$ cat src/rtl/irq_pkg.sv
// Shared types and constants for the external interrupt controller.
// Holds the controller FSM encoding and the "no interrupt" ID value.
package irq_pkg;

    typedef enum logic [1:0] {
        ST_IDLE = 2'd0,
        ST_REQ  = 2'd1,
        ST_SERV = 2'd2
    } irq_state_e;

    localparam int unsigned IRQ_ID_NONE = 0;

    // Returns the ID (index + 1) of the lowest set bit, or 0 when no bit is set.
    function automatic logic [5:0] first_set_id(input logic [31:0] vec);
        first_set_id = 6'd0;
        for (int i = 31; i >= 0; i--) begin
            if (vec[i]) begin
                first_set_id = 6'(i + 1);
            end
        end
    endfunction

endpackage

$ cat src/rtl/irq_sync_edge.sv
// Two-flop synchronizer followed by a rising-edge detector for one
// asynchronous level interrupt line.
module irq_sync_edge (
    input  logic clk,
    input  logic rst,
    input  logic din_i,
    output logic rise_o
);

    // [0] and [1] form the synchronizer, [2] remembers the previous synchronized level.
    logic [2:0] sync_q;

    always_ff @(posedge clk or posedge rst) begin
        if (rst) begin
            sync_q <= 3'b000;
        end else begin
            sync_q <= {sync_q[1:0], din_i};
        end
    end

    assign rise_o = sync_q[1] & ~sync_q[2];

endmodule

$ cat src/rtl/irq_ctrl.sv
// Edge-triggered, non-nesting external interrupt controller with fixed
// lowest-index priority. Optional machine timer enabled by IRQ_CTRL_TIMER_EN.
module irq_ctrl
    import irq_pkg::*;
#(
    parameter int NSRC = 8,
    parameter int IDW  = 5
) (
    input  logic            clk,
    input  logic            rst,
    input  logic [NSRC-1:0] src_irq,
    input  logic [NSRC-1:0] src_en,
    input  logic            meie,
    input  logic            mie,
    output logic            ex_interrupt,
    output logic [IDW-1:0]  irq_id,
    input  logic            ack,
    input  logic            complete,
    output logic [NSRC-1:0] pending
`ifdef IRQ_CTRL_TIMER_EN
    ,
    input  logic [31:0]     tcmp_wdata,
    input  logic            tcmp_wen,
    input  logic            tcmp_hi,
    output logic            timer_irq
`endif
);

    irq_state_e      state_q, state_d;
    logic [IDW-1:0]  irq_id_q, irq_id_d;
    logic [NSRC-1:0] pending_q, pending_d;
    logic [NSRC-1:0] rise_det;
    logic [NSRC-1:0] sel_dec;
    logic [NSRC-1:0] clr_mask;
    logic [31:0]     cand_vec;
    logic [IDW-1:0]  cand_id;
    logic            irq_enabled;

    generate
        for (genvar gi = 0; gi < NSRC; gi++) begin : g_src
            irq_sync_edge u_sync_edge (
                .clk    (clk),
                .rst    (rst),
                .din_i  (src_irq[gi]),
                .rise_o (rise_det[gi])
            );

            // One-hot decode of the ID in service, used to clear its pending bit on ack.
            assign sel_dec[gi] = (irq_id_q == IDW'(gi + 1));
        end
    endgenerate

    assign cand_vec    = 32'(pending_q & src_en);
    assign cand_id     = IDW'(first_set_id(cand_vec));
    assign irq_enabled = meie & mie;

    always_comb begin
        state_d  = state_q;
        irq_id_d = irq_id_q;
        clr_mask = '0;
        case (state_q)
            ST_IDLE: begin
                if (irq_enabled && (cand_vec != 32'd0)) begin
                    irq_id_d = cand_id;
                    state_d  = ST_REQ;
                end else begin
                    irq_id_d = IDW'(IRQ_ID_NONE);
                end
            end
            ST_REQ: begin
                // A taken trap outranks a same-cycle enable drop.
                if (ack) begin
                    clr_mask = sel_dec;
                    state_d  = ST_SERV;
                end else if (!irq_enabled) begin
                    irq_id_d = IDW'(IRQ_ID_NONE);
                    state_d  = ST_IDLE;
                end
            end
            ST_SERV: begin
                if (complete) begin
                    irq_id_d = IDW'(IRQ_ID_NONE);
                    state_d  = ST_IDLE;
                end
            end
            default: begin
                irq_id_d = IDW'(IRQ_ID_NONE);
                state_d  = ST_IDLE;
            end
        endcase
        // New edges win over the acknowledge clear of the same bit.
        pending_d = (pending_q & ~clr_mask) | rise_det;
    end

    always_ff @(posedge clk or posedge rst) begin
        if (rst) begin
            state_q   <= ST_IDLE;
            irq_id_q  <= IDW'(IRQ_ID_NONE);
            pending_q <= '0;
        end else begin
            state_q   <= state_d;
            irq_id_q  <= irq_id_d;
            pending_q <= pending_d;
        end
    end

    assign ex_interrupt = (state_q == ST_REQ);
    assign irq_id       = irq_id_q;
    assign pending      = pending_q;

`ifdef IRQ_CTRL_TIMER_EN
    logic [63:0] mtime_q, mtime_d;
    logic [63:0] mtimecmp_q, mtimecmp_d;

    always_comb begin
        mtime_d    = mtime_q + 64'd1;
        mtimecmp_d = mtimecmp_q;
        if (tcmp_wen) begin
            if (tcmp_hi) begin
                mtimecmp_d[63:32] = tcmp_wdata;
            end else begin
                mtimecmp_d[31:0] = tcmp_wdata;
            end
        end
    end

    always_ff @(posedge clk or posedge rst) begin
        if (rst) begin
            mtime_q    <= 64'd0;
            mtimecmp_q <= {64{1'b1}};
        end else begin
            mtime_q    <= mtime_d;
            mtimecmp_q <= mtimecmp_d;
        end
    end

    assign timer_irq = (mtime_q >= mtimecmp_q);
`endif

endmodule

$ cat config.mk
export PLATFORM = sky130hd
export DESIGN_NAME = irq_ctrl
export DESIGN_NICKNAME = d
export VERILOG_FILES = /design/src/rtl/irq_pkg.sv /design/src/rtl/irq_sync_edge.sv /design/src/rtl/irq_ctrl.sv
export SDC_FILE = /design/constraint.sdc
export NUM_CORES = 1
export LEC_CHECK = 0
export CAP_MARGIN = 0
export CORE_MARGIN = 2
export CORE_UTILIZATION = 25
export DETAILED_ROUTE_END_ITERATION = 6
export PLACE_DENSITY = 0.54
export SLEW_MARGIN = 15
export SYNTH_ARGS = -nofsm -noshare
export SYNTH_HDL_FRONTEND = slang
export SYNTH_SLANG_ARGS = --single-unit
$ cat constraint.sdc
create_clock -name clk -period 3.3 [get_ports clk]
set_clock_uncertainty 0.2 [all_clocks]
set_input_delay 0.66 -clock clk [delete_from_list [all_inputs] [get_ports clk]]
set_output_delay 0.66 -clock clk [all_outputs]
set_load 0.02 [all_outputs]
==> results of run 1 <==
==> through the flow <==
step	hold slack, ns	setup WS (ns)	std cells	area [sq um]
after global routing	0.156	0.815	220	1890
after CTS	0.153	0.853	220	1890
after floorplan	0.131	1.58	108	1360
after global placement	0.133	1.10	212	1790
final	0.150	0.883	220	1890
after detailed placement	0.137	1.08	212	1790
==> final timing paths <==
path                                                start                        endpoint  slack, ns  depth (start not counted)
hold / removal             g_src[3].u_sync_edge.sync_q[0]  g_src[3].u_sync_edge.sync_q[1]       0.15                          0
min in group asynchronous                             rst  g_src[3].u_sync_edge.sync_q[0]       0.58                          3
hold reg to reg            g_src[3].u_sync_edge.sync_q[0]  g_src[3].u_sync_edge.sync_q[1]       0.15                          0
max in group asynchronous                             rst                       irq_id[0]       2.00                          3
setup reg to reg                               pending[5]                       irq_id[0]       1.77                          4
setup / recovery                               state_q[1]                    ex_interrupt       0.88                          3
==> logic make-up after synthesis <==
group	count (synthesis)	share of synthesized area
AO/OA/AOI/OAI	31	0.152
other	1	0.00275
buffers and inverters	11	0.0331
flip-flops	38	0.698
AND/OR/NAND/NOR	27	0.115
==> power breakdown <==
part,switching (mW),total (mW),internal [mW]
clock network,0.154,0.321,0.168
registers,0.0148,0.502,0.487
logic,0.0419,0.0894,0.0476
total,0.211,0.912,0.702
==> final cells by class <==
cell class	instances	area (sq um)	area share
inverters	10	37.5	0.0199
well taps	70	87.6	0.0464
multi-input cells	59	367	0.194
clock buffers	6	82.6	0.0438
repair buffers	35	348	0.184
clock inverters	2	12.5	0.00664
flip-flops and latches	38	951	0.504
==> layout by cell type (no fill, tap or decap), drive strengths merged, types with 2 or more instances in the layout <==
cell type      netlist  final
nand3                2      2
o41ai                2      2
dfrtp               38     38
clkbuf               0      6
nand2b               5      5
a32o                 3      3
nand2               13     13
inv                 10     10
o21ai               18     18
a21oi                2      2
a22oi                2      2
clkdlybuf4s50        0     34
==> Yosys cell counts, drive strengths merged <==
cell    number  area share
dfrtp       38        0.70
o21ai       18       0.069
nand2       13       0.036
inv         10       0.028
nand2b       5       0.023
a32o         3       0.022
a21oi        2      0.0073
a22oi        2       0.011
nand3        2      0.0073
o41ai        2       0.013
a21bo        1      0.0073
a221oi       1       0.011
a22o         1      0.0064
a31oi        1      0.0046
and3         1      0.0046
buf          1      0.0055
conb         1      0.0028
nand3b       1       0.015
nand4b       1      0.0064
nor3         1      0.0037
or2          1      0.0046
or3          1      0.0083
or3b         1      0.0064
==> sequential cells by signal (all words and copies together) (netlist names) <==
register                  cells
state_q                       2
pending                       8
irq_id                        4
g_src.u_sync_edge.sync_q     24
==> worst max-delay path, stage by stage (launching register included) <==
cell	delay (ns)
dfrtp_1	0.42
nand2b_1	0.19
inv_1	0.07
clkdlybuf4s50_1	0.60
==> metal layers <==
metal / up-vias / wire [um] / track usage
li1: 458 / - / -
met1: 473 / 1030 / 0.110
met2: 37 / 1370 / 0.161
met3: 5 / 250 / 0.0500
met4: 0 / 35 / 0.0393
met5: - / 0 / 0
==> run metrics, run 1 <==
fin crit period=2.42 ns; Synth Warn #=0; total power=912 uW; hold_buf cts=0; max-cap violation count=0; vias per cell=approximately 4.4; Fill cells=507; drt pass-1 iters=4; clock sink count=38; Pwr Density=484 nW/um^2; layout cells sized above 1=0.0933; Fmax achieved=a little over 400 MHz; post-CTS sizing=0; number of global-route vias before repair=999; clock root buffer=clkbuf_8; Ports=36; Final Slew Violations=0; H-tree depth=2; Pleak=0.807 nW; setup bufs post-CTS=0; Setup CP Type=register to output port; worst-path maximum fanout=5; All-Layer GR Usage=0.0992; # diodes=0; Remaining DRCs=0; DR iter-0 viols=80; VDD IR-drop max=0.000225 V; outcome=complete, no violations; die area=6060 sq um; crit path launch type=register; Overflow after GRT=0; final-report setup violation count=0; area delta synth->final=38.4%; RSZ-0062 raised after global routing=no; DRT antenna net count=0; syn nets=130; worst path arrival time=1.56 ns; CTS tree=built; routed via count=around 970; Seq cells post-synth=38; Netlist cell types=25; CTS Buffer Depth=2; largest net degree at the start of global routing=39; Initial Utilization=0.263; TNS Setup=0 ns; DP HPWL=2090 um; height of the die=roughly 78 um; cts bufs inserted=5; RePlAce Congestion=around 0.8; Final Hold Viols=0; Core Area=5170 sq um; Cell Area, Synth=1360 sq um; Worst-path clk slew=0.07 ns; Final #Nets=171; crit path capture type=output port; final WL=2680 um; row count=26; first-pass GRT wire length=4600 um; Syn Area/Cell=12.6 sq um; fin util=0.365; WP data required=between 2 and 2.5 ns; clk_lat worst skew=around 0.28 ns; Tcrit/Tclk final=0.733; die width=about 78 um; Synth Instances=108; worst min path class=register to register; WL/cell=12.2 um; register area share after synthesis=0.698; initial antenna violation count=0; I/O Buffers=34
No activity file was read; power rests on OpenSTA's default activity.
==> inputs of run 2 (changes only) <==
==> constraint.sdc (replaced) <==
create_clock -name clk -period 2.4 [get_ports clk]
set_clock_uncertainty 0.2 [all_clocks]
set_input_delay 0.48 -clock clk [delete_from_list [all_inputs] [get_ports clk]]
set_output_delay 0.48 -clock clk [all_outputs]
set_load 0.02 [all_outputs]
==> results of run 2 <==
The final DEF is identical to that of run 1. Status: complete, no violations.
Main changes from that run: setup slack after placement 1.08 ns -> 0.361 ns; setup slack after layout 0.883 ns -> 0.163 ns; register-to-register setup slack 1.77 ns -> 0.87 ns; total power 0.912 mW -> 1.25 mW; worst IR drop on VDD 0.000225 V -> 0.000310 V
==> inputs of run 3 (changes only) <==
--- a/config.mk
+++ b/config.mk
@@ -9,6 +9,7 @@
 export CORE_MARGIN = 2
 export CORE_UTILIZATION = 25
 export DETAILED_ROUTE_END_ITERATION = 6
+export HOLD_SLACK_MARGIN = 0.15
 export PLACE_DENSITY = 0.54
 export SLEW_MARGIN = 15
 export SYNTH_ARGS = -nofsm -noshare
==> results of run 3 <==
The final DEF is identical to that of run 1. Status: complete, no violations.
Main changes from that run: setup slack after placement 1.08 ns -> 0.361 ns; setup slack after layout 0.883 ns -> 0.163 ns; register-to-register setup slack 1.77 ns -> 0.87 ns; total power 0.912 mW -> 1.25 mW; worst IR drop on VDD 0.000225 V -> 0.000310 V
